==> src/rtl/segm7_scan_decoder.sv <==
// Samples a multiplexed 7-segment bus, debounces each digit pattern and assembles decoded frames.
// Optional feature: define SEGM7_BLANK_DETECT_EN to decode the blank pattern as 4'hA.
module segm7_scan_decoder #(
    parameter int unsigned NUM_DIGITS    = 4,
    parameter int unsigned STABLE_CYCLES = 4
) (
    input  logic                    clk,
    input  logic                    rst,
    input  logic [6:0]              seg_in,
    input  logic [NUM_DIGITS-1:0]   digit_en,
    output logic [4*NUM_DIGITS-1:0] frame_data,
    output logic [NUM_DIGITS-1:0]   frame_err,
    output logic                    out_valid,
    input  logic                    out_ready,
    output logic                    bus_fault
);

    localparam int unsigned KW         = (NUM_DIGITS > 1) ? $clog2(NUM_DIGITS) : 1;
    localparam logic [7:0]  STABLE_MAX = 8'(STABLE_CYCLES);
    localparam logic [7:0]  STABLE_PRE = 8'(STABLE_CYCLES - 1);

    localparam logic [0:0] ST_COLLECT = 1'b0;
    localparam logic [0:0] ST_OFFER   = 1'b1;

    // Returns {err, value}.
    function automatic logic [4:0] decode(input logic [6:0] pat);
        logic [4:0] r;
        case (pat)
            7'h7E:   r = {1'b0, 4'h0};
            7'h30:   r = {1'b0, 4'h1};
            7'h6D:   r = {1'b0, 4'h2};
            7'h79:   r = {1'b0, 4'h3};
            7'h33:   r = {1'b0, 4'h4};
            7'h5B:   r = {1'b0, 4'h5};
            7'h5F:   r = {1'b0, 4'h6};
            7'h70:   r = {1'b0, 4'h7};
            7'h7F:   r = {1'b0, 4'h8};
            7'h73:   r = {1'b0, 4'h9};
`ifdef SEGM7_BLANK_DETECT_EN
            7'h00:   r = {1'b0, 4'hA};
`endif
            default: r = {1'b1, 4'hF};
        endcase
        return r;
    endfunction

    logic [KW-1:0]           ref_k_q, ref_k_d;
    logic [6:0]              ref_seg_q, ref_seg_d;
    logic                    ref_valid_q, ref_valid_d;
    logic [7:0]              cnt_q, cnt_d;
    logic [4*NUM_DIGITS-1:0] work_data, work_data_d;
    logic [NUM_DIGITS-1:0]   work_err, work_err_d;
    logic [NUM_DIGITS-1:0]   captured, captured_d;
    logic [0:0]              state_q, state_d;

    logic [4*NUM_DIGITS-1:0] frame_data_d;
    logic [NUM_DIGITS-1:0]   frame_err_d;
    logic                    out_valid_d;
    logic                    bus_fault_d;

    logic                    en_zero;
    logic                    en_onehot;
    logic [KW-1:0]           en_idx;
    logic                    same;
    logic                    capture;
    logic [4:0]              dec;
    logic [NUM_DIGITS-1:0]   mask_next;
    logic                    full;

    always_comb begin
        en_zero   = (digit_en == '0);
        en_onehot = !en_zero && ((digit_en & (digit_en - NUM_DIGITS'(1))) == '0);
        en_idx    = '0;
        for (int i = 0; i < NUM_DIGITS; i++) begin
            if (digit_en[i]) en_idx = KW'(i);
        end
        same = ref_valid_q && (ref_k_q == en_idx) && (ref_seg_q == seg_in);
    end

    // Stability tracking: capture only on the STABLE_CYCLES-1 -> STABLE_CYCLES step.
    always_comb begin
        cnt_d       = cnt_q;
        ref_k_d     = ref_k_q;
        ref_seg_d   = ref_seg_q;
        ref_valid_d = ref_valid_q;
        capture     = 1'b0;
        if (en_onehot) begin
            if (same) begin
                if (cnt_q != STABLE_MAX) cnt_d = cnt_q + 8'd1;
                capture = (cnt_q == STABLE_PRE);
            end else begin
                cnt_d       = 8'd1;
                ref_k_d     = en_idx;
                ref_seg_d   = seg_in;
                ref_valid_d = 1'b1;
            end
        end else begin
            cnt_d = 8'd0;
        end
        bus_fault_d = bus_fault || (!en_zero && !en_onehot);
    end

    always_comb begin
        dec         = decode(seg_in);
        work_data_d = work_data;
        work_err_d  = work_err;
        mask_next   = captured;
        if (capture) begin
            work_data_d[{en_idx, 2'b00} +: 4] = dec[3:0];
            work_err_d[en_idx]                = dec[4];
            mask_next[en_idx]                 = 1'b1;
        end
        full = &mask_next;
    end

    // Frame FSM: snapshot on mask completion; hold the offered frame until accepted.
    always_comb begin
        state_d      = state_q;
        frame_data_d = frame_data;
        frame_err_d  = frame_err;
        out_valid_d  = out_valid;
        captured_d   = mask_next;
        case (state_q)
            ST_COLLECT: begin
                if (full) begin
                    frame_data_d = work_data_d;
                    frame_err_d  = work_err_d;
                    out_valid_d  = 1'b1;
                    captured_d   = '0;
                    state_d      = ST_OFFER;
                end
            end
            ST_OFFER: begin
                if (out_ready) begin
                    if (full) begin
                        frame_data_d = work_data_d;
                        frame_err_d  = work_err_d;
                        captured_d   = '0;
                    end else begin
                        out_valid_d = 1'b0;
                        state_d     = ST_COLLECT;
                    end
                end
            end
            default: begin
                out_valid_d = 1'b0;
                state_d     = ST_COLLECT;
            end
        endcase
    end

    always_ff @(posedge clk) begin
        if (rst) begin
            ref_k_q     <= '0;
            ref_seg_q   <= '0;
            ref_valid_q <= 1'b0;
            cnt_q       <= '0;
            work_data   <= '0;
            work_err    <= '0;
            captured    <= '0;
            state_q     <= ST_COLLECT;
            frame_data  <= '0;
            frame_err   <= '0;
            out_valid   <= 1'b0;
            bus_fault   <= 1'b0;
        end else begin
            ref_k_q     <= ref_k_d;
            ref_seg_q   <= ref_seg_d;
            ref_valid_q <= ref_valid_d;
            cnt_q       <= cnt_d;
            work_data   <= work_data_d;
            work_err    <= work_err_d;
            captured    <= captured_d;
            state_q     <= state_d;
            frame_data  <= frame_data_d;
            frame_err   <= frame_err_d;
            out_valid   <= out_valid_d;
            bus_fault   <= bus_fault_d;
        end
    end

endmodule

==> config.mk <==
export PLATFORM = sky130hd
export DESIGN_NAME = segm7_scan_decoder
export DESIGN_NICKNAME = d
export VERILOG_FILES = /design/src/rtl/segm7_scan_decoder.sv
export SDC_FILE = /design/constraint.sdc
export NUM_CORES = 1
export LEC_CHECK = 0
export ABC_AREA = 1
export ABC_CLOCK_PERIOD_IN_PS = 2400
export CORE_MARGIN = 8
export CORE_UTILIZATION = 29
export CTS_CLUSTER_DIAMETER = 200
export DETAILED_ROUTE_END_ITERATION = 16
export SLEW_MARGIN = 20
export SYNTH_ARGS = -nofsm -noshare
export SYNTH_HDL_FRONTEND = slang
export SYNTH_SLANG_ARGS = --single-unit
==> constraint.sdc <==
create_clock -name clk -period 2.4 [get_ports clk]
set_input_delay 0.6 -clock clk [delete_from_list [all_inputs] [get_ports clk]]
set_output_delay 0.6 -clock clk [all_outputs]
set_load 0.005 [all_outputs]
==> flow_results.org <==
** Flow run
- Max_cap viols :: 0

** Timing
- Worst Clk Skew :: 0.005827 ns
- Of the available clock period, the critical path in the final layout requires 0.9365.
- Max Clk Rate :: 444.9 MHz
- Final hold analysis gives a worst-case slack of 0.4530 ns.
- The final max-slew violation count is 0.
- Setup violations remaining at the end of the flow were counted as 0.
- Final setup TNS :: 0 ns
- Minimum clock period :: 2.248 ns
- Setup repair after global routing left no endpoint under its margin.
- Number of hold-slack violations in the final timing report :: 0
- Normalized max-slew margin :: 0.6338
- Slew at the pin closest to its max-slew limit :: 0.5487 ns

** Logic synthesis
- Post-Syn Area :: 3563 um^2
- In this run the mean area of a mapped cell was 7.028 um^2.
- Total of flip-flops plus latches after synthesis :: 65
- Synth warnings :: 0
- After technology mapping, the gate count stands at 507.
- For this run, the register share of the synthesized area comes to 0.3652.
- The number of nets handed over by synthesis was 531.
- Distinct cell type count of the synthesized netlist :: 34

** Clock tree
- H-tree depth :: 3
- Sink Count :: 65
- In this run, post-CTS hold repair placed 0 buffers.
- Counting the buffers created by CTS gives 9.
- Clock-pin slew was measured on the worst setup and hold paths at 0.06 ns.
- Worst skew pair latency :: 0.33 ns
- In this run the clock root is driven by a sky130_fd_sc_hd__clkbuf_16.
- CTS Buffer Depth :: 2
- TritonCTS clock tree :: yes

** Global routing
- In the global route stage, met2 resource usage came out at 0.1887.
- After global routing the overflow that remains totals 0.
- All-Layer GR Usage :: 0.1141
- Antenna violations before repair :: 0
- GRT met3 Usage :: 0.03268
- For met1 alone, demand over resource in global routing was 0.1308.
- Routing layer with the top usage in global route :: met2
- The number of global-route vias before repair came to 3,348.
- First-pass GRT wire length :: 14.81 mm
- Entering global routing, the biggest net connects 22 pins.

** Critical path
- Critical path buffer and inverter count :: 6
- The worst register-to-register path begins at cnt_q[0]$_SDFFE_PP0P_.
- The number of cells on the worst reg-to-reg path is 13.
- Crit end category :: flip-flop
- STA puts the critical path data required time at 2.61 ns.
- In this run the register-to-register setup slack is 0.31 ns.
- Cell type of the slowest stage on the worst timing path :: sky130_fd_sc_hd__dlygate4sd2_1
- Capturing instance or port of the critical path :: frame_err[1]$_SDFFE_PP0P_
- Among the stages of the critical path, the cell type that occurs most often is sky130_fd_sc_hd__buf_4.
- Of all nets on the critical path, the largest fanout is 4.
- In this run the critical register-to-register path is captured at frame_data[10]$_SDFFE_PP0P_.
- For this run, the slowest stage of the critical path takes 0.28 ns.
- Data arrives at the worst endpoint at 2.46 ns.
- The critical path runs through a total of 14 cells.
- The most critical setup path has its startpoint at digit_en[2].
- Worst setup SP type :: input port
- The kind of cell with the highest combined delay along the critical path is buffers and inverters.
- Critical path class :: input port to flip-flop
- The signal on the critical path passes through dlygate4sd2_1 -> inv_2 -> nand2_2 -> buf_4 -> nand3_1 -> inv_1 -> buf_4 -> nor3_1 -> nand4_1 -> buf_4 -> nand2_1 -> nand2_1 -> nand3_2 -> a21oi_2.

** Detailed routing
- Before antenna repair, the detailed router went through 5 iterations.
- Drt via density :: 4.499
- In the final routed layout, each cell accounts on average for 11.53 um.
- After detailed routing, the number of remaining DRC violations is 0.
- Detailed routing inserted a total of 3,365 vias.
- Final Routed Wirelength :: 8.626 mm
- Antenna-violating nets left :: 0
- Number of violations reported at the end of detailed-routing iteration 0 :: 176

** Cells and area
- The library cell used most frequently in the layout, excluding fill and tap cells, is sky130_fd_sc_hd__nand2_1.
- Layout cells sized above 1 :: 0.2230
- Synthesis-to-layout area growth :: 34.94%
- The top cell types in the final layout, fill and taps aside, are sky130_fd_sc_hd__nand2_1, sky130_fd_sc_hd__dfxtp_1, sky130_fd_sc_hd__inv_1.
- The repair_antennas step left the layout with diodes totalling 0.
- In the final design database the tool counted 620 nets.
- Number of fillers in the final layout :: 1,238

** Placed design
- Count of buffers inserted at the top-level ports :: 35
- Detailed Place HPWL :: 6.832 mm
- Final weighted congestion of routability-driven global placement :: 0.8532

** Die
- Total core area :: 12,010 um^2
- The die is 126.9 um tall.
- The floorplan has 40 rows.
- In this run the count of I/O pins placed on the die edge is 36.
- Initial Utilization :: 0.2967
- Die footprint :: 16,090 um^2
- Die Span X :: 126.9 um

** Min path
- Worst hold-check path type :: flip-flop to flip-flop
- Hold Path Origin :: captured[2]$_SDFF_PP0_

** Power and ir drop
- Summed over all cells, the static leakage comes to 0.002234 uW.
- Largest vdd supply drop :: 218.5 uV
- Power per standard cell area :: 578.8 nW/um^2

** Outcome
- Status :: completed
## repair_timing
action	CTS	global route
resized for setup	7	9
endpoints found under the setup margin	13	35
cloned	0	0
pin swaps	1	3
setup buffers	0	2
endpoints found under the hold margin	0	0
## metal layers
| metal | part of all wire | vias up |
|---|---|---|
| met2 | 0.48 | 38 |
| met1 | 0.47 | 1533 |
| met4 | 0.013 | 0 |
| met5 | 0 | - |
| met3 | 0.038 | 5 |
| li1 | - | 1789 |
## flip-flops by register name, summed over array words and instances, names as in the netlist
| signal | cells |
|---|---|
| ref_valid_q | 1 |
| cnt_q | 8 |
| state_q | 1 |
| work_err | 4 |
| ref_seg_q | 7 |
| out_valid | 1 |
| captured | 4 |
| bus_fault | 1 |
| frame_err | 4 |
| frame_data | 16 |
| work_data | 16 |
| ref_k_q | 2 |
## how the worst min path moves through the flow
stage | to | slack, ns | cells past startpoint
floorplan | captured[1]$_SDFF_PP0_ | 0.43 | 2
global placement | captured[1]$_SDFF_PP0_ | 0.44 | 2
detailed placement | captured[2]$_SDFF_PP0_ | 0.45 | 2
CTS | captured[2]$_SDFF_PP0_ | 0.45 | 2
global route | captured[2]$_SDFF_PP0_ | 0.47 | 2
finish | captured[2]$_SDFF_PP0_ | 0.45 | 2
## synthesized netlist by cell type, drive strengths merged
cell    count  area share
clkbuf      3      0.0032
nand4      10       0.018
or2         1      0.0018
ha         10       0.035
a21oi      60        0.10
buf         8       0.023
clkinv      1      0.0011
xor2        1      0.0025
nor4        1      0.0018
and2        1      0.0018
o311ai      1      0.0025
inv        75       0.079
nand2     153        0.18
o21ai      23       0.032
nor2       48       0.066
nor3        6      0.0084
nand3b      3      0.0063
dfxtp      65        0.37
nor3b       2      0.0042
a31oi       1      0.0018
nand3      34       0.067
## report_power, final
group | leakage, uW | total, uW | switching (uW) | internal, uW
Sequential | 0.000526 | 1110 | 8.98 | 1100
Combinational | 0.00156 | 289 | 164 | 125
Clock | 0.000146 | 1390 | 481 | 907
Total | 0.00223 | 2780 | 655 | 2130
## cell type report
cell class	instances	area (um^2)	area share
clock buffers	11	232.7	0.04840
well taps	147	183.9	0.03825
repair buffers	89	827.0	0.1720
inverters	76	285.3	0.05933
flip-flops and latches	65	1301	0.2706
multi-input cells	355	1898	0.3947
clock inverters	5	80.08	0.01665
## kinds of logic (layout without fill, tap and decap cells)
| logic type | after synthesis | after routing | synth area share |
|---|---|---|---|
| DFF | 65 | 65 | 0.3652 |
| adders and majority gates | 10 | 10 | 0.03511 |
| and+or+nand+nor | 259 | 259 | 0.3536 |
| AOI/OAI and AO/OA | 85 | 85 | 0.1376 |
| xor gates and xnor gates | 1 | 1 | 0.002458 |
| buffers and inverters | 87 | 181 | 0.1060 |
## worst min-delay path, stage by stage, from the launching register on
cell	delay, ns
sky130_fd_sc_hd__dfxtp_1	0.30
sky130_fd_sc_hd__inv_1	0.06
sky130_fd_sc_hd__a21oi_1	0.05
## metrics by stage
step	total power, uW	setup WS [ns]	instance area [um^2]	util	std cells
detailed placement	1418	-0.3817	4446	0.3701	730
global route	2917	0.02251	4808	0.4003	748
global placement	1413	-0.3389	4446	0.3701	730
CTS	2821	0.02304	4776	0.3976	746
finish	2783	0.1525	4808	0.4003	748
floorplan	1281	0.1748	3563	-	507
(Power assumes the default switching activity.)
